<file path="src/rtl/bcd2bin32.sv">
// bcd2bin32: sequential 10-digit BCD to 32-bit binary converter.
// One digit per clock, MSD first, acc = acc*10 + digit with shift-add only.
module bcd2bin32 #(
    parameter bit SAT = 1'b0
) (
    input  logic        CLK,
    input  logic        RST,
    input  logic        en,
    input  logic [3:0]  bcd0,
    input  logic [3:0]  bcd1,
    input  logic [3:0]  bcd2,
    input  logic [3:0]  bcd3,
    input  logic [3:0]  bcd4,
    input  logic [3:0]  bcd5,
    input  logic [3:0]  bcd6,
    input  logic [3:0]  bcd7,
    input  logic [3:0]  bcd8,
    input  logic [3:0]  bcd9,
    output logic [31:0] bin,
    output logic        busy,
    output logic        fin,
    output logic        ovf,
    output logic        err
);

    typedef enum logic {IDLE, CONV} state_t;

    state_t      r_state;
    logic [39:0] r_sh;
    logic [33:0] r_acc;
    logic [3:0]  r_cnt;
    logic        r_err_int;

    logic [39:0] w_digits;
    logic        w_bad;
    logic [33:0] w_next;
    logic        w_ovf;

    assign w_digits = {bcd9, bcd8, bcd7, bcd6, bcd5,
                       bcd4, bcd3, bcd2, bcd1, bcd0};

    assign w_bad = (bcd0 > 4'd9) | (bcd1 > 4'd9) | (bcd2 > 4'd9) |
                   (bcd3 > 4'd9) | (bcd4 > 4'd9) | (bcd5 > 4'd9) |
                   (bcd6 > 4'd9) | (bcd7 > 4'd9) | (bcd8 > 4'd9) |
                   (bcd9 > 4'd9);

    // 34 bits hold the worst case even with all-0xF digits, so no wrap here
    assign w_next = (r_acc << 3) + (r_acc << 1) + {30'd0, r_sh[39:36]};
    assign w_ovf  = |w_next[33:32];

    always_ff @(posedge CLK or negedge RST) begin
        if (!RST) begin
            r_state   <= IDLE;
            r_sh      <= '0;
            r_acc     <= '0;
            r_cnt     <= '0;
            r_err_int <= 1'b0;
            bin       <= '0;
            busy      <= 1'b0;
            fin       <= 1'b0;
            ovf       <= 1'b0;
            err       <= 1'b0;
        end else begin
            fin <= 1'b0;
            case (r_state)
                IDLE: begin
                    if (en) begin
                        r_sh      <= w_digits;
                        r_acc     <= '0;
                        r_cnt     <= '0;
                        r_err_int <= w_bad;
                        busy      <= 1'b1;
                        r_state   <= CONV;
                    end
                end
                CONV: begin
                    r_acc <= w_next;
                    r_sh  <= {r_sh[35:0], 4'h0};
                    r_cnt <= r_cnt + 4'd1;
                    if (r_cnt == 4'd9) begin
                        ovf     <= w_ovf;
                        bin     <= (SAT && w_ovf) ? 32'hFFFF_FFFF
                                                  : w_next[31:0];
                        err     <= r_err_int;
                        fin     <= 1'b1;
                        busy    <= 1'b0;
                        r_state <= IDLE;
                    end
                end
                default: r_state <= IDLE;
            endcase
        end
    end

endmodule

</file>
<file path="config.mk">
export PLATFORM = sky130hd
export DESIGN_NAME = bcd2bin32
export DESIGN_NICKNAME = d
export VERILOG_FILES = /design/src/rtl/bcd2bin32.sv
export SDC_FILE = /design/constraint.sdc
export NUM_CORES = 1
export LEC_CHECK = 0
export ABC_AREA = 0
export CORE_ASPECT_RATIO = 0.6
export CORE_UTILIZATION = 55
export CTS_CLUSTER_SIZE = 10
export DETAILED_ROUTE_END_ITERATION = 8
export GPL_ROUTABILITY_DRIVEN = 0
export PLACE_DENSITY = 0.81
export SYNTH_ARGS = -nofsm -noshare
export SYNTH_HDL_FRONTEND = slang
export SYNTH_SLANG_ARGS = --single-unit
</file>
<file path="constraint.sdc">
create_clock -name CLK -period 6.75 [get_ports CLK]
set_input_delay 1.35 -clock CLK [delete_from_list [all_inputs] [get_ports CLK]]
set_output_delay 1.35 -clock CLK [all_outputs]
set_load 0.005 [all_outputs]
</file>
==> results.sh, run 1 <==
export IMPL_status="complete, no violations"
export IMPL_synth_compound_area_share_pct=18.1
export IMPL_instances_no_fill=918
export IMPL_relSlewSlack_pct=28.6
export IMPL_synth_top_family_by_area="compound AO/OA/AOI/OAI gates"
export IMPL_track_usage_pct=27.7
export IMPL_cts_made_buffers=17
export IMPL_die_area_sq_um=12600
export IMPL_antennaDiodeCount=0
export IMPL_final_common_cell="nand2_1"
export IMPL_yosys_warnings=0
export IMPL_hold_viol=0
export IMPL_grt_first_pass_wirelength_microns=26500
export IMPL_worstPathArrival_ns=3.70
export IMPL_clk_latency_ns=0.41
export IMPL_clk_pin_slew_ns=0.06
export IMPL_start_util_pct=57.7
export IMPL_synth_xor_area_share_pct=4.34
export IMPL_drt_iter0_drc=630
export IMPL_hpwl_microns=11000
export IMPL_vias=5391
export IMPL_syn_area_sq_um=6650
export IMPL_fin_worst_skew_ns=0.0108
export IMPL_clock_sinks=115
export IMPL_vias_per_cell=5.87
export IMPL_htree_num_levels=4
export IMPL_wirelength_microns=16200
export IMPL_synth_edff_count=0
export IMPL_drc=0
export IMPL_root_buffer="clkbuf_16"
export IMPL_cts_tree="yes"
export IMPL_ys_types=55
export IMPL_start_kind="flip-flop"
export IMPL_fin_setup_tns_ns=0
export IMPL_hold_path_class="flip-flop to flip-flop"
export IMPL_wl_per_cell_microns=17.6
export IMPL_ys_seq_area_share_pct=43.3
export IMPL_max_freq_mhz=294
export IMPL_grt_max_degree=110
export IMPL_synth_area_per_cell_sq_um=9.83
export IMPL_synthMuxAreaShare_pct=7.26
export IMPL_crit_type="flip-flop to flip-flop"
export IMPL_antenna_found_initial=0
export IMPL_finalCriticalPeriod_ns=3.40
export IMPL_coreArea_sq_um=11500
export IMPL_worstSetupEndpointType="flip-flop"
export IMPL_fp_dieW_microns=144
export IMPL_path_max_fanout=4
export IMPL_synthAdderAreaFrac_pct=12.6
export IMPL_maxCapViolCount=0
export IMPL_post_route_period_util_pct=50.4
export IMPL_critPathRequiredTime_ns=7.04
export IMPL_design_final_nets=854
export IMPL_ys_ff_latch=115
export IMPL_row_count=30
export IMPL_finalMaxSlewViolations=0
export IMPL_layout_common_cells="132 x nand2_1, 114 x dfrtp_1, 76 x clkdlybuf4s50_1"
export IMPL_drive_gt1_share_pct=8.05
export IMPL_area_delta_synth_final_pct=21.9
export IMPL_fillers=854
export IMPL_setup_viol=0
export IMPL_ant_nets=0
export IMPL_dp_cells=886
export IMPL_postCtsSetupRepairBufs=0
export IMPL_synth_simple_area_share_pct=11.8
export IMPL_io_buffers=78
export IMPL_worstMarginPinSlew_ns=1.07
export IMPL_grt_setup_unrepaired="no"
export IMPL_io_pins=79
export IMPL_synth_net_count=786
export IMPL_syn_instance_count=677
export IMPL_cts_hold_buffers=0
export IMPL_grt_pass1_vias=5261
export IMPL_grt_overflow=0
export IMPL_die_h_microns=87.2
export IMPL_postSynth_asyncResetShare_pct=100
export IMPL_cts_max_path_buffers=2
export IMPL_firstDrtPassIters=7
export IMPL_ctsResizeCount=0
export IMPL_synth_ff_type="dfrtp_1"
[registers in the layout, summed over array words and instances (netlist names)]
signal     count
fin            1
r_sh          40
err            1
r_state        1
busy           1
r_acc         33
r_err_int      1
ovf            1
r_cnt          4
bin           32
[worst max-delay path, stage by stage (launching register included)]
cell,delay [ns]
dfrtp_1,0.38
inv_1,0.07
fa_1,0.52
fa_1,0.49
nand2b_1,0.20
a21oi_2,0.21
o21ai_2,0.13
o311a_2,0.38
a2bb2oi_2,0.31
a311oi_2,0.15
xnor2_1,0.17
mux2_4,0.27
[worst paths after layout]
kind / start / to / slack (ns) / cells after the start
min in group asynchronous: RST / bin[23] / 0.99 / 1
max in group asynchronous: RST / r_state / 4.47 / 2
hold reg to reg: bin[20] / bin[20] / 0.48 / 2
setup / recovery: r_acc[0] / bin[28] / 3.35 / 11
hold / removal: bin[20] / bin[20] / 0.48 / 2
setup reg to reg: r_acc[0] / bin[28] / 3.35 / 11
[cells by family after synthesis]
logic type | Yosys count
buffers and inverters | 45
AO/OA/AOI/OAI | 180
multiplexers | 47
adder cells (fa/ha/maj) | 66
XOR/XNOR | 33
AND/OR/NAND/NOR | 191
flip-flops | 115
[layer usage]
layer  track usage (%)  vias up  share of wire [%]
met4              8.32        0                1.3
met3              5.11       26                5.2
met5                 0        -                  0
met2              41.6      201                 45
met1              40.7     2609                 48
li1                  -     2555                  -
[per-stage QoR]
stage               utilization [%]  setup slack [ns]  instance area (sq um)  hold slack, ns
floorplan                         -              3.72                   6650           0.440
detailed placement             65.4              3.41                   7530           0.462
global placement               65.4              3.56                   7530           0.460
finish                         70.4              3.35                   8110           0.475
global route                   70.4              3.15                   8110           0.495
CTS                            70.4              3.38                   8110           0.479
[cells in the mapped netlist (2+ instances only)]
| cell type | number | area, sq um |
|---|---|---|
| fa_1 | 2 | 40.0 |
| a311oi_2 | 3 | 45.0 |
| o21ai_0 | 69 | 345 |
| nand2b_1 | 4 | 25.0 |
| inv_1 | 10 | 37.5 |
| o21a_1 | 5 | 37.5 |
| nor2_1 | 25 | 93.8 |
| nand2_1 | 132 | 495 |
| buf_2 | 2 | 10.0 |
| a21o_1 | 11 | 82.6 |
| xnor2_1 | 20 | 175 |
| buf_1 | 9 | 33.8 |
| a211oi_1 | 3 | 22.5 |
| nor3_1 | 3 | 15.0 |
| ha_1 | 64 | 801 |
| nand3_1 | 13 | 65.1 |
| a31o_2 | 2 | 17.5 |
| xor2_1 | 13 | 114 |
| mux2_2 | 6 | 67.6 |
| a31oi_1 | 2 | 12.5 |
| dfrtp_1 | 115 | 2880 |
| and3_1 | 4 | 25.0 |
| mux2i_1 | 40 | 400 |
| o211ai_1 | 3 | 22.5 |
| clkbuf_1 | 22 | 82.6 |
| a22o_1 | 31 | 272 |
| o21bai_1 | 4 | 30.0 |
| nand4_1 | 5 | 31.3 |
| and2_1 | 2 | 12.5 |
| a21oi_1 | 28 | 140 |
[cell type report]
type	instances	area (sq um)	area share [%]
repair buffers	82	803	9.90
clock buffers	18	439	5.41
inverters	12	45.0	0.555
flip-flops and latches	115	2880	35.5
multi-input cells	517	3610	44.5
clock inverters	14	138	1.70
well taps	160	200	2.47
Power of run 1 is left out: the tool's default activity adds up to more than one toggle a clock period on the data nets, which glitch-free logic cannot reach.
==> inputs of run 2 (changes only) <==
Clock period 6.75 ns to 3.4 ns, I/O delays scaled along.
==> run 2 against run 1 <==
Via count grew 0.89%. Worst hold slack lost 0.29 ns. Routed wire length grew 0.43%. Register-to-register slack lost 3.2 ns. Cell area grew 1.5%. Sequential share of layout area shrank 0.52 points. Clock skew shrank 0.0030 ns. Non-clock buffer count grew 2. Global-route usage grew 0.36 points. Cell count grew 0.22%. Clock-buffer cell count grew 2. Utilization grew 1.0 points. Critical path type unchanged. Critical endpoint unchanged. Highest routed layer unchanged.
==> results.sh, run 2 (same netlist as run 1, synthesis figures left out) <==
export IMPL_status="complete, no violations"
export IMPL_relSlewSlack_pct=34.5
export IMPL_critPathRequiredTime_ns=3.69
export IMPL_crit_type="flip-flop to flip-flop"
export IMPL_fp_dieW_microns=144
export IMPL_grt_pass1_vias=5365
export IMPL_clk_latency_ns=0.41
export IMPL_vias=5439
export IMPL_io_pins=79
export IMPL_seq_area_sq_um=2880
export IMPL_postCtsSetupRepairBufs=0
export IMPL_max_freq_mhz=307
export IMPL_design_final_nets=856
export IMPL_fillers=813
export IMPL_antenna_found_initial=0
export IMPL_dp_cells=888
export IMPL_antennaDiodeCount=0
export IMPL_cts_max_path_buffers=2
export IMPL_firstDrtPassIters=5
export IMPL_grt_overflow=0
export IMPL_worstMarginPinSlew_ns=0.982
export IMPL_maxCapViolCount=0
export IMPL_hold_path_class="input port to async pin"
export IMPL_setup_viol=0
export IMPL_htree_num_levels=4
export IMPL_instances_no_fill=920
export IMPL_drt_iter0_drc=458
export IMPL_finalCriticalPeriod_ns=3.25
export IMPL_fin_setup_tns_ns=0
export IMPL_cts_made_buffers=17
export IMPL_fin_worst_skew_ns=0.00772
export IMPL_grt_first_pass_wirelength_microns=26700
export IMPL_path_max_fanout=4
export IMPL_layout_common_cells="132 x nand2_1, 114 x dfrtp_1, 76 x clkdlybuf4s50_1"
export IMPL_post_place_ws_ns=0.0786
export IMPL_hpwl_microns=11400
export IMPL_root_buffer="clkbuf_16"
export IMPL_start_kind="flip-flop"
export IMPL_drc=0
export IMPL_worst_slack_ns=0.148
export IMPL_worstPathArrival_ns=3.55
export IMPL_io_buffers=78
export IMPL_final_common_cell="nand2_1"
export IMPL_grt_setup_unrepaired="no"
export IMPL_ant_nets=0
export IMPL_die_h_microns=87.2
export IMPL_cts_tree="yes"
export IMPL_grt_max_degree=110
export IMPL_post_route_period_util_pct=95.7
export IMPL_grtUsageMet1_pct=40.5
export IMPL_coreArea_sq_um=11500
export IMPL_area_delta_synth_final_pct=23.7
export IMPL_use_met3_pct=5.83
export IMPL_largest_reg_flops=40
export IMPL_top_register="r_sh"
export IMPL_vias_per_cell=5.91
export IMPL_use_met2_pct=41.9
export IMPL_reg_top3="r_sh x40, r_acc x33, bin x32"
export IMPL_clock_sinks=115
export IMPL_wl_per_cell_microns=17.7
export IMPL_gr_max_usage_layer="met2"
export IMPL_drive_gt1_share_pct=8.42
export IMPL_start_util_pct=57.7
export IMPL_track_usage_pct=28.1
export IMPL_hold_viol=0
export IMPL_die_area_sq_um=12600
export IMPL_finalMaxSlewViolations=0
export IMPL_row_count=30
export IMPL_worstSetupEndpointType="flip-flop"
export IMPL_cts_hold_buffers=0
export IMPL_multi_input_area_sq_um=3630
export IMPL_wirelength_microns=16200
export IMPL_clk_pin_slew_ns=0.06
run 2: cell types whose count changed in the layout (fill, tap and decap cells not counted), sizes merged:
cell | previous run | this run
clkbuf | 18 | 20
buf | 6 | 8
clkinv | 8 | 4
bufinv | 2 | 4
run 2: layout make-up:
type                       count  area share, %
clock buffer                  20           5.67
clock inverter                12           2.16
inverter                      12          0.547
multi-input combinational    517           44.1
sequential                   115           35.0
tap                          160           2.43
timing repair buffer          84           10.1
run 2: worst max-delay path, stage by stage, from the launching register on:
cell and delay (ns):
dfrtp_1 0.38, inv_1 0.07, fa_1 0.51, fa_1 0.48
nand2b_1 0.20, a21oi_2 0.20, o21ai_2 0.13, o311a_2 0.39
a2bb2oi_4 0.22, a311oi_2 0.13, xnor2_1 0.16, mux2_4 0.27
run 2: worst paths after layout:
kind                             end  cells past startpoint  slack (ns)      from
hold reg to reg              bin[13]                      2        0.46   bin[13]
setup reg to reg             bin[28]                     11        0.15  r_acc[0]
max in group asynchronous   r_sh[10]                      2        2.42       RST
hold / removal             r_acc[29]                      1        0.19       RST
setup / recovery             bin[28]                     11        0.15  r_acc[0]
min in group CLK             bin[13]                      2        0.46   bin[13]
run 2: metal layers:
metal	up-vias	wire, microns
li1	2553	-
met1	2631	7620
met2	222	7230
met3	33	1100
met4	0	304
met5	-	0
run 2: through the flow:
stage,utilization (%),area [sq um],hold slack (ns)
global placement,65.6,7560,0.461
floorplan,-,6650,0.384
CTS,71.2,8210,0.191
finish,71.4,8230,0.189
detailed placement,65.6,7560,0.460
global route,71.4,8230,0.202
run 2: repair_timing:
item / in CTS / in global routing
endpoints found under the setup margin: 0 / 6
hold endpoints to repair: 0 / 0
resized for setup: 0 / 3
Power of run 2 is left out for the same reason.
==> inputs of run 3 (changes only) <==
Settings changed: CORE_UTILIZATION 55 to 57, PLACE_DENSITY 0.81 to 0.83.
==> run 3 against run 2 <==
Fmax decreased by 2.2%. Sequential share of layout area increased by 0.11 points. Cell area decreased by 0.32%. Non-clock buffer count increased by 2. Cell count increased by 0.22%. Worst setup slack got worse by 0.073 ns.
==> results.sh, run 3 (same netlist as run 1, synthesis figures left out) <==
export IMPL_top_register="r_sh"
export IMPL_relSlewSlack_pct=32.9
export IMPL_layout_common_cells="132 x nand2_1, 114 x dfrtp_1, 76 x clkdlybuf4s50_1"
export IMPL_fin_util_pct=72.4
export IMPL_vias=5501
export IMPL_fp_dieW_microns=141
export IMPL_clock_sinks=115
export IMPL_fin_worst_skew_ns=0.00862
export IMPL_max_stage_delay_ns=0.51
export IMPL_fin_setup_tns_ns=0
export IMPL_cts_max_path_buffers=2
export IMPL_track_usage_pct=29.1
export IMPL_area_delta_synth_final_pct=23.3
export IMPL_worstMarginPinSlew_ns=1.01
export IMPL_io_pins=79
export IMPL_detailed_place_area_sq_um=7570
export IMPL_reg2regPathDepth=11
export IMPL_critPathRequiredTime_ns=3.69
export IMPL_grt_pass1_vias=5472
export IMPL_reg_top3="r_sh x40, r_acc x33, bin x32"
export IMPL_worstSetupEndpointType="flip-flop"
export IMPL_path_cells="inv_1 > fa_1 > fa_1 > nand2b_1 > a21oi_2 > o21ai_2 > o311a_2 > a2bb2oi_4 > a311oi_2 > xnor2_1 > mux2_4"
export IMPL_worstPathArrival_ns=3.61
export IMPL_coreArea_sq_um=11300
export IMPL_crit_path_top_delay_cell="fa_1"
export IMPL_final_area_sq_um=8200
export IMPL_largest_reg_flops=40
export IMPL_die_area_sq_um=12100
export IMPL_path_max_fanout=4
export IMPL_setup_worst_path_end="bin[28]"
export IMPL_htree_num_levels=4
export IMPL_hold_viol=0
export IMPL_firstDrtPassIters=5
export IMPL_top_layer_used="met4"
export IMPL_row_count=30
export IMPL_wirelength_microns=16800
export IMPL_start_kind="flip-flop"
export IMPL_post_place_ws_ns=0.0937
export IMPL_finalCriticalPeriod_ns=3.32
export IMPL_reg2reg_from="r_acc[0]"
export IMPL_post_route_period_util_pct=97.8
export IMPL_status="complete, no violations"
export IMPL_grt_max_degree=110
export IMPL_worst_slack_ns=0.0752
export IMPL_critPathMostFrequentCell="fa_1"
export IMPL_antennaDiodeCount=0
export IMPL_dr_wl_met3_microns=1050
export IMPL_cts_made_buffers=17
export IMPL_ant_nets=0
export IMPL_die_h_microns=85.7
export IMPL_hpwl_microns=11300
export IMPL_finalMaxSlewViolations=0
export IMPL_start_util_pct=58.7
export IMPL_clk_latency_ns=0.41
export IMPL_wl_per_cell_microns=18.2
export IMPL_wl_met1_microns=7800
export IMPL_cts_tree="yes"
export IMPL_antenna_found_initial=0
export IMPL_grt_first_pass_wirelength_microns=27200
export IMPL_cts_hold_buffers=0
export IMPL_wl_met2_microns=7750
export IMPL_drt_iter0_drc=562
export IMPL_crit_type="flip-flop to flip-flop"
export IMPL_hold_path_class="input port to async pin"
export IMPL_root_buffer="clkbuf_16"
export IMPL_maxCapViolCount=0
export IMPL_final_common_cell="nand2_1"
export IMPL_max_freq_mhz=301
export IMPL_setup_viol=0
export IMPL_io_buffers=78
export IMPL_startpoint="r_acc[0]"
export IMPL_drive_gt1_share_pct=8.40
export IMPL_design_final_nets=858
export IMPL_r2r_slack_ns=0.08
export IMPL_vias_per_cell=5.97
export IMPL_drc=0
export IMPL_r2r_end="bin[28]"
export IMPL_grt_overflow=0
export IMPL_clk_pin_slew_ns=0.06
run 3: cell type report:
class / instances / area (sq um)
Clock buffer: 20 / 447
Clock inverter: 12 / 156
Fill cell: 802 / 3130
Inverter: 12 / 45.0
Multi-Input combinational cell: 517 / 3630
Sequential cell: 115 / 2880
Tap cell: 160 / 200
Timing Repair Buffer: 86 / 846
run 3: timing repair:
item,CTS,global route
endpoints found under the setup margin,0,10
resized for setup,0,3
buffers inserted,0,1
run 3: critical path: cells and delay by family (launching register included):
kind            cells  cell delay, ns
compound gates      5            1.12
xor+xnor            1            0.18
fa+ha+maj           2            0.99
buf+inv             1            0.07
flops               1            0.38
mux                 1            0.27
simple gates        1            0.19
run 3: worst min path at each step:
stage	start	to	cells after the start
2_1_floorplan	RST	bin[0]	0
5_1_grt	RST	r_sh[20]	1
3_5_place_dp	bin[7]	bin[7]	2
6_report	RST	r_sh[19]	1
3_3_place_gp	bin[13]	bin[13]	2
4_1_cts	RST	r_sh[19]	1
run 3: per-layer routing:
layer  track usage (%)  vias up
met5                 0        -
li1                  -     2559
met4              7.14        0
met1              41.2     2692
met3              5.97       23
met2              46.2      227
run 3: stage by stage:
step | std cells | hold slack (ns)
6_report | 922 | 0.267
5_1_grt | 922 | 0.319
4_1_cts | 921 | 0.292
3_5_place_dp | 889 | 0.461
3_3_place_gp | 889 | 0.457
2_1_floorplan | 677 | 0.384
Power of run 3 is left out for the same reason.
